--- config.mk ---
export PLATFORM = sky130hd
export DESIGN_NAME = four_bit_rr_arbiter_flat
export DESIGN_NICKNAME = d
export VERILOG_FILES = /design/src/rtl/four_bit_rr_arbiter_if.sv /design/src/rtl/four_bit_rr_arbiter.sv /design/src/flat_wrapper.sv
export SDC_FILE = /design/constraint.sdc
export NUM_CORES = 1
export LEC_CHECK = 0
export ABC_AREA = 1
export CAP_MARGIN = 20
export CORE_ASPECT_RATIO = 1.25
export CORE_MARGIN = 2
export CORE_UTILIZATION = 43
export DETAILED_ROUTE_END_ITERATION = 16
export PLACE_DENSITY = 0.75
export REMOVE_ABC_BUFFERS = 1
export SETUP_SLACK_MARGIN = 0.3
export SYNTH_ARGS = -nofsm -noshare
export SYNTH_HDL_FRONTEND = slang
export SYNTH_SLANG_ARGS = --single-unit
--- constraint.sdc ---
create_clock -name Clock -period 1.83 [get_ports Clock]
set_input_delay 0.549 -clock Clock [delete_from_list [all_inputs] [get_ports Clock]]
set_output_delay 0.549 -clock Clock [all_outputs]
set_load 0.01 [all_outputs]
--- src/rtl/four_bit_rr_arbiter_if.sv ---
// Handshake bundle between two 4-bit word producers, the round-robin arbiter and one consumer.
// The master modport is the arbiter side; the slave modport is the surrounding environment.
interface four_bit_rr_arbiter_if;
  logic       Req_0;
  logic [3:0] Data_0;
  logic       Ack_0;
  logic       Req_1;
  logic [3:0] Data_1;
  logic       Ack_1;
  logic       Out_Valid;
  logic [3:0] Out_Data;
  logic       Out_Ready;
  logic       Select;

  modport master (
    input  Req_0, Data_0, Req_1, Data_1, Out_Ready,
    output Ack_0, Ack_1, Out_Valid, Out_Data, Select
  );

  modport slave (
    output Req_0, Data_0, Req_1, Data_1, Out_Ready,
    input  Ack_0, Ack_1, Out_Valid, Out_Data, Select
  );
endinterface

--- src/rtl/four_bit_rr_arbiter.sv ---
// Two-requester round-robin arbiter with burst-limited fairness, driving a 4-bit 2x1 mux
// into a single registered valid/ready output slot.
module four_bit_rr_arbiter #(
  parameter int unsigned MAX_BURST = 4
) (
  input logic                   Clock,
  input logic                   Reset,
  four_bit_rr_arbiter_if.master bus
);

  typedef enum logic [1:0] {StIdle, StGrant0, StGrant1} state_e;

  localparam logic [3:0] MaxCount = 4'(MAX_BURST);

  state_e     state_q, state_d;
  logic       select_q, select_d;
  logic       last_q, last_d;
  logic [3:0] count_q, count_d;
  logic       out_valid_q, out_valid_d;
  logic [3:0] out_data_q, out_data_d;

  logic       owner, owner_req, other_req;
  logic       slot_free, transfer, win;
  logic [3:0] count_inc, mux_data;

  assign owner     = (state_q == StGrant1);
  assign owner_req = owner ? bus.Req_1 : bus.Req_0;
  assign other_req = owner ? bus.Req_0 : bus.Req_1;
  assign slot_free = !out_valid_q || bus.Out_Ready;
  assign transfer  = (state_q != StIdle) && owner_req && slot_free;
  assign count_inc = count_q + 4'd1;
  // Select tracks the owner in both grant states, so the mux needs no state decode.
  assign mux_data  = select_q ? bus.Data_1 : bus.Data_0;

  always_comb begin
    state_d     = state_q;
    select_d    = select_q;
    last_d      = last_q;
    count_d     = count_q;
    out_valid_d = out_valid_q;
    out_data_d  = out_data_q;
    win         = 1'b0;

    unique case (state_q)
      StIdle: begin
        if (bus.Req_0 || bus.Req_1) begin
          win      = (bus.Req_0 && bus.Req_1) ? ~last_q : bus.Req_1;
          state_d  = win ? StGrant1 : StGrant0;
          select_d = win;
          count_d  = 4'd0;
        end
      end
      StGrant0, StGrant1: begin
        if (transfer) begin
          count_d = count_inc;
        end
        // Release on burst exhaustion or withdrawal; the other side gets priority on handover.
        if (!owner_req || (transfer && count_inc == MaxCount)) begin
          last_d  = owner;
          count_d = 4'd0;
          if (other_req) begin
            state_d  = owner ? StGrant0 : StGrant1;
            select_d = ~owner;
          end else if (!owner_req) begin
            state_d = StIdle;
          end
        end
      end
      default: state_d = StIdle;
    endcase

    if (transfer) begin
      out_valid_d = 1'b1;
      out_data_d  = mux_data;
    end else if (out_valid_q && bus.Out_Ready) begin
      out_valid_d = 1'b0;
    end
  end

  always_ff @(posedge Clock or posedge Reset) begin
    if (Reset) begin
      state_q     <= StIdle;
      select_q    <= 1'b0;
      last_q      <= 1'b1;
      count_q     <= 4'd0;
      out_valid_q <= 1'b0;
      out_data_q  <= 4'd0;
    end else begin
      state_q     <= state_d;
      select_q    <= select_d;
      last_q      <= last_d;
      count_q     <= count_d;
      out_valid_q <= out_valid_d;
      out_data_q  <= out_data_d;
    end
  end

  assign bus.Ack_0     = transfer && !owner;
  assign bus.Ack_1     = transfer && owner;
  assign bus.Out_Valid = out_valid_q;
  assign bus.Out_Data  = out_data_q;
  assign bus.Select    = select_q;

endmodule

--- src/flat_wrapper.sv ---
// flat-port wrapper written by rule: the top's interface ports become plain ports
module four_bit_rr_arbiter_flat 
#(
  parameter int unsigned MAX_BURST = 4
)
  (Clock, Reset, bus_Req_0, bus_Data_0, bus_Req_1, bus_Data_1, bus_Out_Ready, bus_Ack_0, bus_Ack_1, bus_Out_Valid, bus_Out_Data, bus_Select);
  four_bit_rr_arbiter_if bus_i ();
  input logic Clock;
  input logic Reset;
  input wire logic [$bits(bus_i.Req_0)-1:0] bus_Req_0;
  input wire logic [$bits(bus_i.Data_0)-1:0] bus_Data_0;
  input wire logic [$bits(bus_i.Req_1)-1:0] bus_Req_1;
  input wire logic [$bits(bus_i.Data_1)-1:0] bus_Data_1;
  input wire logic [$bits(bus_i.Out_Ready)-1:0] bus_Out_Ready;
  output wire logic [$bits(bus_i.Ack_0)-1:0] bus_Ack_0;
  output wire logic [$bits(bus_i.Ack_1)-1:0] bus_Ack_1;
  output wire logic [$bits(bus_i.Out_Valid)-1:0] bus_Out_Valid;
  output wire logic [$bits(bus_i.Out_Data)-1:0] bus_Out_Data;
  output wire logic [$bits(bus_i.Select)-1:0] bus_Select;
  assign bus_i.Req_0 = bus_Req_0;
  assign bus_i.Data_0 = bus_Data_0;
  assign bus_i.Req_1 = bus_Req_1;
  assign bus_i.Data_1 = bus_Data_1;
  assign bus_i.Out_Ready = bus_Out_Ready;
  assign bus_Ack_0 = bus_i.Ack_0;
  assign bus_Ack_1 = bus_i.Ack_1;
  assign bus_Out_Valid = bus_i.Out_Valid;
  assign bus_Out_Data = bus_i.Out_Data;
  assign bus_Select = bus_i.Select;
  four_bit_rr_arbiter #(.MAX_BURST(MAX_BURST)) u_core (.Clock(Clock), .Reset(Reset), .bus(bus_i));
endmodule
**Word-level counts from Yosys, hierarchy flattened**

Cells that the tools add are included.
W data, S select, Z words.

- Register bits: 13
- Bits of input ports: 13
- Output and inout bits: 8
- Word-level logic and storage cells: 60

- Add/subtract/negate cells: 1
- Equality and inequality tests: 8
- Mux-type cells: 21
- Bitwise logic cells: 2
- Reduce and logical (&&, ||, !) cells: 22

Operator list:

| operator | count |
|---|---|
| $mux W4 | 4 |
| $mux W2 | 6 |
| $mux W1 | 8 |
| $pmux W4 S2 | 1 |
| $logic_and A1 B1 Y1 | 7 |
| $ne A2 B1 Y1 const B | 3 |
| $reduce_and A3 Y1 | 2 |
| $reduce_bool A2 Y1 | 3 |
| $add A4 B1 Y4 const B | 1 |
| $eq A4 B3 Y1 const B | 1 |
| $pmux W2 S2 | 1 |
| $reduce_and A4 Y1 | 1 |
| $logic_not A1 Y1 | 3 |
| $logic_or A1 B1 Y1 | 3 |
| $ne A3 B1 Y1 const B | 1 |
| $ne A3 B3 Y1 const B | 1 |
| $eq A2 B1 Y1 const B | 1 |
| $eq A2 B2 Y1 const B | 1 |
| $logic_not A2 Y1 | 1 |
| $not A1 Y1 | 2 |
| $pmux W1 S2 | 1 |
| $reduce_and A2 Y1 | 1 |
| $reduce_or A2 Y1 | 1 |

**Depth between registers and ports, before layout**

- Depth in word-level cells: 8
- Gate-level depth with buffers: 11
- Mapped depth without buffers: 11

**Worst setup path before layout**

No wires, ideal clock.

- Kind: reg-to-output
- Start point: register u_core.state_q[0]
- End point: output bus_Ack_0
- Data arrival time: 1.344 ns
- Data required time: 1.281 ns
- Setup slack: -0.063 ns
- Stages on the path, launching flop included: 9
- Buffers on the path: 1
- Cells stage by stage: dfrtp_1 > inv_1 > ha_1 > inv_2 > nand2_2 > nand2_4 > nand3_4 > buf_2 > nor2_1

- Cells in the longest elaborated chain, start to end: 5
- Elaborated cells between the ends (all ways): 7
- Those cells by class: eq/ne: 1; mux: 1; reduce/logical: 5

RTL lines:

| element | RTL line | RTL |
|---|---|---|
| from (decl) | four_bit_rr_arbiter.sv:15 | `state_e state_q, state_d;` |
| from (signal assigned) | four_bit_rr_arbiter.sv:82 | `state_q <= StIdle;` |
| from (signal assigned) | four_bit_rr_arbiter.sv:89 | `state_q <= state_d;` |
| $eq A2 B2 Y1 (*) | four_bit_rr_arbiter.sv:26 | `assign owner = (state_q == StGrant1);` |
| net u_core.owner | four_bit_rr_arbiter.sv:22 | `logic owner, owner_req, other_req;` |
| $mux W1 | four_bit_rr_arbiter.sv:27 | `assign owner_req = owner ? bus.Req_1 : bus.Req_0;` |
| $logic_and A1 B1 Y1 (2 in series) | four_bit_rr_arbiter.sv:30 | `assign transfer = (state_q != StIdle) && owner_req && slot_free;` |
| $logic_and A1 B1 Y1 (*) | four_bit_rr_arbiter.sv:98 | `assign bus.Ack_0 = transfer && !owner;` |
| to (decl) | flat_wrapper.sv:15 | `output wire logic [$bits(bus_i.Ack_0)-1:0] bus_Ack_0;` |

Mark *: on every way through the listed nets, which the timed path passes. The rest lies on a longest branch.

**Final worst setup path**

- Start point: register u_core.state_q[1]
- End point: output bus_Ack_1

- Cells in the longest elaborated chain, start to end: 5
- Elaborated cells between the ends (all ways): 6
- Those cells by class: eq/ne: 1; mux: 1; reduce/logical: 4

RTL lines:

| element | RTL line | RTL |
|---|---|---|
| $eq A2 B2 Y1 (*) | four_bit_rr_arbiter.sv:26 |  |
| net u_core.owner | four_bit_rr_arbiter.sv:22 |  |
| $mux W1 | four_bit_rr_arbiter.sv:27 |  |
| $logic_and A1 B1 Y1 (2 in series) | four_bit_rr_arbiter.sv:30 |  |
| $logic_and A1 B1 Y1 (*) | four_bit_rr_arbiter.sv:99 | `assign bus.Ack_1 = transfer && owner;` |
| to (decl) | flat_wrapper.sv:16 | `output wire logic [$bits(bus_i.Ack_1)-1:0] bus_Ack_1;` |

Marked as above.

==> results.yml <==
outcome:
  status: "finished, violations left"
  violations: "negative setup slack"
worst_setup_path:
  cp-end-kind: "primary output"
  critical_path_required_ns: 1.28
  timing.rr.start: "u_core.state_q[0]"
  slowest_delay_ns: 0.43
  path_max_fanout: 3
  crit_path_start_kind: "flip-flop"
  critPathKind: "flip-flop to primary output"
  crit_family: "flip-flops"
  slowest_stage: "dfrtp_1"
  path_cells: "ha_4 -> inv_2 -> nand2_2 -> nand2_4 -> nand3_4 -> nor2_2 -> buf_2"
  worstPathArrival_ns: 1.40
  path_buf_inv: 2
  crit_start: "u_core.state_q[1]"
timing:
  setup_viol: 2
  clock_skew_ns: 0.00282
  max_freq_ghz: 0.514
  rsz0062_at_grt: "yes"
  max_slew.worst_pin.slew_ns: 0.507
  maxSlewHeadroom: 0.662
  finalCritPeriodShare: 1.06
  finalCriticalPeriod_ns: 1.94
  worst_slack_ns: -0.115
  fin_tns_setup_ns: -0.214
  finalMaxSlewViolations: 0
  hold_violations: 0
floorplanning:
  die-height_um: 53.9
  start_util: 0.442
  dieArea_um2: 2370
  io_pins: 21
  rows: 18
  coreArea_um2: 1940
  die_w_um: 43.9
finish:
  n_fill_cell: 171
  nNetsFinal: 176
  multi_input_area_um2: 502
  final_cell_mix: "29 x nand2_1, 20 x buf_4, 14 x inv_1"
  seq_area_um2: 327
  postLayoutCoreUtil: 0.674
  num_antenna_cells: 0
  area_growth_pct: 52.5
  drive_gt1_frac: 0.354
  layout_commonest_cell: "nand2_1"
logic_synthesis:
  ys_seq_area_frac: 0.382
  syn_inst: 115
  syn-cell-area_um2: 856
  yosysUniqueCellTypes: 23
  avgSynthCellArea_um2: 7.44
  ys_ff_latch: 13
  synth_edf_count: 0
  async_flop_share: 1.00
  ys_warn_count: 0
  synth_flop_cell: "dfrtp_1"
global_routing:
  gr-total-overflow: 0
  use_met2: 0.373
  gr-usage-met1: 0.214
  grt_pass1_vias: 818
  grt_pass1_wl_um: 3370
  top_usage_layer: "met2"
  met3_usage: 0.0201
  track_usage: 0.199
  antenna_found_initial: 0
  grt_max_degree: 14
place:
  routabilityCongestion: 0.881
  place_ws_ns: -0.647
  dp_hpwl_um: 1570
  numPortBuffers: 20
run:
  cap_violations: 0
clocking:
  cts_root_buf: "clkbuf_4"
  clock-sinks: 13
  clk_pin_slew_ns: 0.08
  cts_hold_buf: 0
  htreeDepth: 1
  numCtsBuffers: 3
  cts_max_path_buffers: 2
  cts_tree: "done"
  clock_latency_ns: 0.29
detailed_routing:
  drt_iter0_markers: 9
  routed_via_density: 4.94
  num_vias: 879
  drt-pass1-iter-count: 4
  ant_nets: 0
  remaining_drc_errors: 0
  wl_per_cell_um: 11.6
  wl_um: 2070
hold_path:
  hold_path_startpoint: "u_core.last_q"
  min_path_type: "flip-flop to flip-flop"
power_and_ir_drop:
  ir_drop_mv: 0.986
  p_leak_nw: 0.689
  p_per_area_nw_per_um2: 1490
cell families (layout without fill, tap and decap cells):
logic type | count (synthesis) | count (layout) | synth area share
xor gates and xnor gates | 3 | 3 | 0.0307
adders and majority gates | 4 | 4 | 0.0585
and+or+nand+nor | 58 | 58 | 0.342
DFF | 13 | 13 | 0.382
buffers and inverters | 23 | 66 | 0.104
AOI/OAI and AO/OA | 14 | 14 | 0.0833
through the flow:
stage | cells | power (W) | hold WS [ns] | area (um2)
2_1_floorplan | 113 | 0.00113 | 0.425 | 846
3_3_place_gp | 167 | 0.00157 | 0.457 | 1180
3_5_place_dp | 167 | 0.00161 | 0.464 | 1180
4_1_cts | 174 | 0.00186 | 0.479 | 1260
5_1_grt | 178 | 0.00211 | 0.516 | 1310
6_report | 178 | 0.00195 | 0.478 | 1310
area by class of cell:
cell class	count	area share
timing repair buffer	41	0.262
tap	20	0.0192
clock buffer	3	0.0173
clock inverter	1	0.00384
multi-input combinational	79	0.384
inverter	21	0.0633
sequential	13	0.250
final timing paths:
kind	endpoint	slack [ns]	cells after the start
min in group asynchronous	u_core.bus.Out_Data[3]	0.58	2
worst min register to register	u_core.last_q	0.48	2
max in group asynchronous	u_core.last_q	0.89	2
worst min-delay path	u_core.last_q	0.48	2
worst max register to register	u_core.state_q[0]	0.15	12
worst max-delay path	bus_Ack_1	-0.11	7
synthesized netlist by cell type, types with 2 or more instances:
master	number	area, um2
ha_1	4	50.1
nand3_1	5	25.0
nand3_4	2	35.0
o21ai_0	6	30.0
nor2_1	7	26.3
o21ai_1	5	25.0
nand4_1	3	18.8
inv_1	16	60.1
buf_2	2	10.0
xor2_1	2	17.5
nand2_2	3	18.8
dfrtp_1	12	300
nand2_1	34	128
a21oi_1	2	10.0
clkinv_1	2	7.51
inv_2	3	11.3
worst min-delay path, stage by stage (launching register included):
cell and delay, ns:
dfstp_2 0.38, nand2_2 0.06, o21ai_2 0.04
state kept, by name (all words and copies together), names as in the netlist:
signal                cells
u_core.last_q             1
u_core.bus.Select         1
u_core.count_q            4
u_core.bus.Out_Data       4
u_core.state_q            2
u_core.bus.Out_Valid      1
power breakdown:
group	total (W)	internal (W)	switching, W
logic	0.00128	0.000591	0.000691
clock network	0.000189	0.0000814	0.000108
registers	0.000478	0.000407	0.0000702
total	0.00195	0.00108	0.000869
metal layers:
metal  up-vias  routed length, um
met5         -                  0
met4         0                 53
met3         7                 50
met2        20               1160
met1       408                801
li1        444                  -
repair_timing:
item / 4_1_cts / 5_1_grt
setup buffers: 3 / 4
endpoints found under the setup margin: 16 / 14
pin swaps: 5 / 6
hold endpoints to repair: 0 / 0
gates resized for setup: 31 / 7
Power figures use the tool's default switching activity.
